<file path="src/rtl/fpu_issue.sv">
// Issue/writeback sequencer in front of the FPU: accepts one op at a time, pulses
// the FPU, waits for its result (with a timeout) and returns it on a ready/valid port.
module fpu_issue #(
    parameter int RD_W    = 5,
    parameter int TIMEOUT = 64,
    parameter int CNT_W   = 7
) (
    input  logic            CLK,
    input  logic            INITIALIZE,
    input  logic            req_valid,
    output logic            req_ready,
    input  logic [2:0]      req_op,
    input  logic [2:0]      req_subop,
    input  logic [31:0]     req_a,
    input  logic [31:0]     req_b,
    input  logic [RD_W-1:0] req_rd,
    output logic            fpu_in_valid,
    output logic [2:0]      fpu_operator,
    output logic [2:0]      fpu_subop,
    output logic [31:0]     fpu_a,
    output logic [31:0]     fpu_b,
    input  logic            fpu_result_valid,
    input  logic [31:0]     fpu_c,
    output logic            wb_valid,
    input  logic            wb_ready,
    output logic [RD_W-1:0] wb_rd,
    output logic [31:0]     wb_data,
    output logic            wb_to_int,
    output logic            wb_err,
    output logic            busy
);

    typedef enum logic [1:0] {IDLE, ISSUE, WAIT, WB} state_t;

    localparam logic [2:0]       OP_CMP   = 3'd5;
    localparam logic [CNT_W-1:0] CNT_LAST = CNT_W'(TIMEOUT - 1);

    state_t           state, state_d;
    logic             fpu_in_valid_d;
    logic [2:0]       fpu_operator_d;
    logic [2:0]       fpu_subop_d;
    logic [31:0]      fpu_a_d;
    logic [31:0]      fpu_b_d;
    logic             wb_valid_d;
    logic [RD_W-1:0]  wb_rd_d;
    logic [31:0]      wb_data_d;
    logic             wb_to_int_d;
    logic             wb_err_d;
    logic [CNT_W-1:0] wait_cnt, wait_cnt_d;

    logic accept;
    logic op_illegal;

    // Ready is held low during reset so decode never sees a phantom accept.
    assign req_ready  = (state == IDLE) && !INITIALIZE;
    assign busy       = (state != IDLE);
    assign accept     = req_valid && req_ready;
    assign op_illegal = (req_op[2:1] == 2'b11);

    always_comb begin
        // NOTE: every next-value starts as the current register value, so no branch can leave one unassigned and infer a latch.
        state_d        = state;
        fpu_in_valid_d = fpu_in_valid;
        fpu_operator_d = fpu_operator;
        fpu_subop_d    = fpu_subop;
        fpu_a_d        = fpu_a;
        fpu_b_d        = fpu_b;
        wb_valid_d     = wb_valid;
        wb_rd_d        = wb_rd;
        wb_data_d      = wb_data;
        wb_to_int_d    = wb_to_int;
        wb_err_d       = wb_err;
        wait_cnt_d     = wait_cnt;

        case (state)
            IDLE: begin
                if (accept) begin
                    fpu_operator_d = req_op;
                    fpu_subop_d    = req_subop;
                    fpu_a_d        = req_a;
                    fpu_b_d        = req_b;
                    wb_rd_d        = req_rd;
                    wb_to_int_d    = (req_op == OP_CMP);
                    if (op_illegal) begin
                        state_d    = WB;
                        wb_valid_d = 1'b1;
                        wb_err_d   = 1'b1;
                        wb_data_d  = '0;
                    end else begin
                        state_d        = ISSUE;
                        fpu_in_valid_d = 1'b1;
                    end
                end
            end

            ISSUE: begin
                state_d        = WAIT;
                fpu_in_valid_d = 1'b0;
                wait_cnt_d     = '0;
            end

            // The FPU bus is left untouched here: the FPU muxes its result by operator.
            WAIT: begin
                if (fpu_result_valid) begin
                    state_d    = WB;
                    wb_valid_d = 1'b1;
                    wb_data_d  = fpu_c;
                    wb_err_d   = 1'b0;
                end else if (wait_cnt == CNT_LAST) begin
                    state_d    = WB;
                    wb_valid_d = 1'b1;
                    wb_data_d  = '0;
                    wb_err_d   = 1'b1;
                end else begin
                    wait_cnt_d = wait_cnt + CNT_W'(1);
                end
            end

            WB: begin
                if (wb_ready) begin
                    state_d    = IDLE;
                    wb_valid_d = 1'b0;
                end
            end

            default: state_d = IDLE;
        endcase
    end

    always_ff @(posedge CLK) begin
        // NOTE: sequential state uses non-blocking assignments so every register samples pre-edge values.
        if (INITIALIZE) begin
            state        <= IDLE;
            fpu_in_valid <= 1'b0;
            fpu_operator <= '0;
            fpu_subop    <= '0;
            fpu_a        <= '0;
            fpu_b        <= '0;
            wb_valid     <= 1'b0;
            wb_rd        <= '0;
            wb_data      <= '0;
            wb_to_int    <= 1'b0;
            wb_err       <= 1'b0;
            wait_cnt     <= '0;
        end else begin
            state        <= state_d;
            fpu_in_valid <= fpu_in_valid_d;
            fpu_operator <= fpu_operator_d;
            fpu_subop    <= fpu_subop_d;
            fpu_a        <= fpu_a_d;
            fpu_b        <= fpu_b_d;
            wb_valid     <= wb_valid_d;
            wb_rd        <= wb_rd_d;
            wb_data      <= wb_data_d;
            wb_to_int    <= wb_to_int_d;
            wb_err       <= wb_err_d;
            wait_cnt     <= wait_cnt_d;
        end
    end

endmodule

</file>
<file path="config.mk">
export PLATFORM = sky130hd
export DESIGN_NAME = fpu_issue
export DESIGN_NICKNAME = d
export VERILOG_FILES = /design/src/rtl/fpu_issue.sv
export SDC_FILE = /design/constraint.sdc
export NUM_CORES = 1
export LEC_CHECK = 0
export CAP_MARGIN = 10
export CORE_AREA = 2 2 160 84
export CTS_CLUSTER_DIAMETER = 80
export DETAILED_ROUTE_END_ITERATION = 10
export DIE_AREA = 0 0 162 86
export GPL_TIMING_DRIVEN = 0
export PLACE_DENSITY = 0.86
export REMOVE_ABC_BUFFERS = 1
export SYNTH_ARGS = -nofsm -noshare
export SYNTH_HDL_FRONTEND = slang
export SYNTH_SLANG_ARGS = --single-unit
</file>
<file path="constraint.sdc">
create_clock -name CLK -period 1.7 [get_ports CLK]
set_input_delay 0.425 -clock CLK [delete_from_list [all_inputs] [get_ports CLK]]
set_output_delay 0.425 -clock CLK [all_outputs]
set_load 0.1 [all_outputs]
</file>
==> results of run 1 <==
area by class of cell:
type | count | area, um2 | share of cell area (%)
multi-input combinational | 328 | 1890 | 26.1
timing repair buffer | 255 | 2060 | 28.4
clock inverter | 14 | 184 | 2.53
inverter | 8 | 50.0 | 0.689
tap | 170 | 213 | 2.93
sequential | 120 | 2420 | 33.3
clock buffer | 18 | 439 | 6.05
repair_timing:
action / 4_1_cts / 5_1_grt
buffers inserted: 16 / 8
endpoints found under the setup margin: 231 / 57
pin swaps: 8 / 11
gates cloned: 4 / 1
resized for setup: 612 / 22
per-stage QoR:
stage / area (um2) / TNS [ns] / total power [mW] / cells / setup WS [ns]
final: 7260 / -0.105 / 12.3 / 913 / -0.0680
after floorplan: 4120 / -186.32 / 6.97 / 452 / -2.11
after detailed placement: 6700 / -146.43 / 8.34 / 852 / -1.29
after global placement: 6570 / -403.07 / 8.23 / 846 / -3.85
after global routing: 7260 / -0.346 / 12.8 / 913 / -0.116
after CTS: 7080 / -0.109 / 12.2 / 904 / -0.0555
synth_stat cells:
master     count
nand2_1      158
dfxtp_1      120
nand3_1       77
a22o_1        33
clkbuf_1      21
a21oi_1        8
inv_1          7
ha_1           6
nor2_1         6
o21ai_0        6
buf_1          4
buf_6          4
buf_2          3
or3_1          3
mux2i_1        2
nor2b_1        2
o311a_1        2
or4_1          2
a211oi_1       1
a22oi_1        1
a2bb2oi_1      1
a31oi_1        1
buf_4          1
clkinv_1       1
nand2b_1       1
nand3_2        1
nand3b_1       1
nand4_1        1
nand4b_1       1
nor3_1         1
nor3_2         1
o21a_1         1
o21a_4         1
o221a_2        1
o221ai_1       1
o311a_2        1
o31ai_1        1
o41ai_1        1
or3_2          1
registers in the layout, indices dropped and copies added (netlist names), 2 cells and up:
register / flops
fpu_a: 32
fpu_b: 32
wb_data: 32
wait_cnt: 7
wb_rd: 5
fpu_operator: 3
fpu_subop: 3
state: 2
power by group through the flow:
stage	Sequential, mW	Combinational, mW	Clock, mW
after CTS	3.38	4.92	3.86
final	3.39	5.13	3.79
after detailed placement	3.45	4.89	0
after global routing	3.43	5.33	4.02
after global placement	3.43	4.79	0
after floorplan	6.04	0.933	0
per-layer routing:
metal / part of all wire [%] / vias up / global-route usage [%] / routed length (um)
met5: 0 / - / 0 / 0
met1: 46 / 2126 / 27.5 / 6900
li1: - / 2153 / - / -
met3: 9.9 / 18 / 8.08 / 1480
met2: 43 / 219 / 31.2 / 6380
met4: 1.1 / 0 / 4.51 / 159
cell families (layout without fill, tap and decap cells):
group	count (synthesis)	count (layout)	share of synthesized area [%]
compound gates	60	63	11.2
mux	2	2	0.468
simple gates	256	257	25.9
buf+inv	41	295	4.48
fa+ha+maj	6	6	1.76
flops	120	120	56.2
how the worst max path moves through the flow:
stage	from	cells after the start	end	slack, ns
finish	state[0]$_SDFFE_PP0P_	5	req_ready	-0.07
global placement	INITIALIZE	5	fpu_a[7]$_SDFFE_PP0P_	-3.85
detailed placement	INITIALIZE	5	wb_data[16]$_SDFFE_PP0P_	-1.29
CTS	state[0]$_SDFFE_PP0P_	6	wait_cnt[5]$_SDFFE_PP0P_	-0.06
floorplan	state[0]$_SDFFE_PP0P_	6	fpu_a[0]$_SDFFE_PP0P_	-2.11
global route	state[0]$_SDFFE_PP0P_	5	req_ready	-0.12
critical path: stages (launching register included):
cell	delay, ns
dfxtp_2	0.33
inv_4	0.08
ha_4	0.17
inv_8	0.04
nor2_4	0.13
buf_12	0.19
==> reports/results.txt, run 1 <==
Most area-hungry cell type in the Yosys netlist: dfxtp_1
Synthesized instance count: 485
Critical Path Sink Type: output port
Layout area overhead: 69.8%
H-tree Lvls: 4
TritonCTS Buffers: 17
Status: finished, violations left
Largest net degree at the start of global routing: 44
Die W: 162 um
Tcrit/Tclk final: 104%
Worst-path clk slew: 0.06 ns
Detailed placement HPWL: 9370 um
Most common cell after layout, fill and taps aside: nand2_1
Synthesis-stage register bit count: 120
Critical path class: flip-flop to output port
Sequential share of power: 27.5%
Clock skew: 0.00982 ns
Final nets: 848
Fin. Hold Viols: 0
Slew Limit Headroom: 59.0%
Fill cells: 1109
Yosys top cell area share: 56.2%
CTS root buf: clkbuf_16
# Max-Cap Violations: 0
Skew-Pair Late Insertion Delay: 0.41 ns
FP Rows: 29
Post-synthesis instance area: 4280 um2
Core area: 12400 um2
Routability Congestion: 0.757
Drt drc: 0
Worst slew pin tran: 0.609 ns
Clock Path Buffers: 2
Worst path arrival time: 1.34 ns
Share of cells above drive strength 1: 28.9%
Origin of the critical flop-to-flop path: state[1]$_SDFFE_PP0P_
Global-route wire length before repair: 22400 um
CTS tree: done
Post-route minimum period: 1.77 ns
Number of distinct library cells after synthesis: 39
Initial antenna violation count: 0
Sequential area share after synthesis: 56.2%
Worst min-delay path class: input port to flip-flop
FF-to-FF setup slack: 0 ns
Initial Util: 34.5%
Reg2reg path depth: 6
Yosys warns: 0
Commonest cells after routing, fill and taps aside: nand2_1, dfxtp_1, buf_2, clkdlybuf4s50_1, nand3_1
Post-route ant nets: 0
# setup viols final: 3
Hold Startpoint: req_op[1]
Final Core Density: 58.5%
DIE HEIGHT: 86 um
Gr ovfl total: 0
Hold path depth: 3
Drt total wl: 14900 um
Hold-fix buffers at CTS: 0
Final hold slack: 0.356 ns
Initial DRC Count: 265
Clock power share: 30.8%
Max Freq: 566 MHz
Max IR drop VDD: 0.000839 V
Routed length per instance: 16.3 um
Avg Vias per Cell: 4.95
Power share of the combinational group: 41.7%
Syn avg cell area: 8.82 um2
Worst EP required: 1.27 ns
Failing checks: setup timing
P_leak: 3.49 nW
Pwr dens: 1700 nW/um2
Final worst setup slack: -0.0680 ns
Sw Ratio: 44.9%
Sink Count: 120
Vias in the first global route: 4425
Hold EP: fpu_operator[1]$_SDFFE_PP0P_
DR pass1 iterations: 5
RSZ-0062 raised after global routing: yes
Die area: 13900 um2
Via count: 4516
IO buf count: 224
R2R Path End: wait_cnt[5]$_SDFFE_PP0P_
Sw power: 5.53 mW
Startpoint types: flip-flop
Final Max Tran Viols: 0
Internal power: 6.79 mW
Area contributors post-synth: dfxtp_1, nand2_1, nand3_1
Io pins: 225
GRT Total Usage: 20.5%
Critical Path Fanout Max: 3
Antenna Diode Count: 0
(Power assumes the default switching activity.)
==> run 2: changes to the inputs <==
--- a/config.mk
+++ b/config.mk
@@ -5,7 +5,6 @@
 export SDC_FILE = /design/constraint.sdc
 export NUM_CORES = 1
 export LEC_CHECK = 0
-export CAP_MARGIN = 10
 export CORE_AREA = 2 2 160 84
 export CTS_CLUSTER_DIAMETER = 80
 export DETAILED_ROUTE_END_ITERATION = 10
==> run 2 against run 1 <==
The run still ends with setup timing left. Clock power barely moved. Wire length shrank 3.2%. Worst setup slack improved by 0.015 ns. Clock skew about the same. Fmax up 0.86%. Non-clock buffer count down 5. Die area is the same. First-iteration DRC count fell by 9.8%. Critical endpoint unchanged.
==> reports/results.txt, run 2 (synthesized netlist as in run 1, its figures left out) <==
Vias in the first global route: 4413
# setup viols final: 1
Drt total wl: 14500 um
Avg Vias per Cell: 4.85
Post-DP Area: 6700 um2
Pre-CTS setup slack: -1.29 ns
GRT Total Usage: 20.6%
Worst EP required: 1.27 ns
Die area: 13900 um2
Final Max Tran Viols: 0
Final setup TNS: -0.0529 ns
Worst path arrival time: 1.33 ns
Met3 usage: 8.32%
Tot Pwr: 12.3 mW
Most common cell after layout, fill and taps aside: nand2_1
GRT Max-Usage Layer: met2
Hold Startpoint: req_op[1]
Largest net degree at the start of global routing: 44
Hold path depth: 3
CTS tree: done
Global-route wire length before repair: 22600 um
Core area: 12400 um2
Post-Layout Cell Count: 908
Critical path class: flip-flop to output port
Worst min-delay path class: input port to flip-flop
R2R Path End: wb_data[16]$_SDFFE_PP0P_
Drt drc: 0
Worst slew pin tran: 0.577 ns
FP Rows: 29
IO buf count: 224
Final worst setup slack: -0.0529 ns
Reg2reg path depth: 8
Status: finished, violations left
Critical Path Sink Type: output port
Post-route minimum period: 1.75 ns
Post-route cell area: 7200 um2
Fin. Hold Viols: 0
Tcrit/Tclk final: 103%
Clock skew: 0.0101 ns
Sink Count: 120
Via count: 4405
RSZ-0062 raised after global routing: yes
Routability Congestion: 0.757
Io pins: 225
Max Freq: 570 MHz
Pwr dens: 1710 nW/um2
Layout area overhead: 68.4%
Worst-path clk slew: 0.06 ns
Antenna Diode Count: 0
FF-to-FF setup slack: 0.02 ns
Failing checks: setup timing
Dpl cells: 852
Share of cells above drive strength 1: 28.5%
Routed length per instance: 15.9 um
DIE HEIGHT: 86 um
Detailed placement HPWL: 9410 um
CTS root buf: clkbuf_16
Commonest cells after routing, fill and taps aside: nand2_1, dfxtp_1, buf_2, clkdlybuf4s50_1, nand3_1
Origin of the critical flop-to-flop path: state[0]$_SDFFE_PP0P_
Max IR drop VDD: 0.000737 V
Post-route ant nets: 0
Slew Limit Headroom: 61.1%
DR pass1 iterations: 4
Top Registers: fpu_a (32), fpu_b (32), wb_data (32)
Final nets: 843
Initial DRC Count: 239
# Max-Cap Violations: 0
Skew-Pair Late Insertion Delay: 0.40 ns
GR Layer Usage met2: 31.8%
Hold EP: fpu_operator[1]$_SDFFE_PP0P_
Die W: 162 um
TritonCTS Buffers: 17
P_leak: 3.45 nW
Met1 Resource Use GR: 27.1%
Initial Util: 34.5%
Initial antenna violation count: 0
H-tree Lvls: 4
Clock Path Buffers: 2
Critical Path Fanout Max: 4
Startpoint types: flip-flop
Gr ovfl total: 0
## run 2: where the power goes
group,switching (mW),total (mW),internal (mW)
Sequential,0.191,3.39,3.20
Combinational,3.90,5.12,1.21
Clock,1.40,3.78,2.38
## run 2: critical path, cell delays in order, from the launching register on
cell and delay [ns]:
dfxtp_2 0.34, inv_4 0.09, ha_4 0.18, inv_8 0.05, nor2_4 0.09, buf_12 0.18
## run 2: how the worst max path moves through the flow
stage,startpoint,endpoint,slack [ns],cells past startpoint
after global placement,INITIALIZE,fpu_a[7]$_SDFFE_PP0P_,-3.85,5
after detailed placement,INITIALIZE,wb_data[16]$_SDFFE_PP0P_,-1.29,5
final,state[0]$_SDFFE_PP0P_,req_ready,-0.05,5
after floorplan,state[0]$_SDFFE_PP0P_,fpu_a[0]$_SDFFE_PP0P_,-2.11,6
after CTS,state[0]$_SDFFE_PP0P_,wait_cnt[5]$_SDFFE_PP0P_,-0.05,6
after global routing,state[0]$_SDFFE_PP0P_,req_ready,-0.09,5
## run 2: repair_timing
item	CTS	global route
gates resized for setup	612	21
pin swaps	6	8
setup buffers	12	8
hold buffers	0	0
cloned	4	0
endpoints found under the hold margin	0	0
setup endpoints to repair	231	62
## run 2: metrics by stage
stage,util (%),hold slack (ns)
finish,58.0,0.358
global route,58.0,0.369
CTS,56.8,0.451
detailed placement,54.0,0.444
global placement,52.9,0.441
floorplan,-,0.445
## run 2: layout make-up
class | count | area, um2
tap | 170 | 213
sequential | 120 | 2420
inverter | 8 | 50.0
multi-input combinational | 328 | 1890
timing repair buffer | 250 | 2010
clock inverter | 14 | 184
clock buffer | 18 | 439
fill | 1127 | 5210
## run 2: layer usage
layer / vias to the layer above / wire length (um)
li1: 2138 / -
met1: 2071 / 6690
met2: 188 / 6230
met3: 8 / 1450
met4: 0 / 82
met5: - / 0
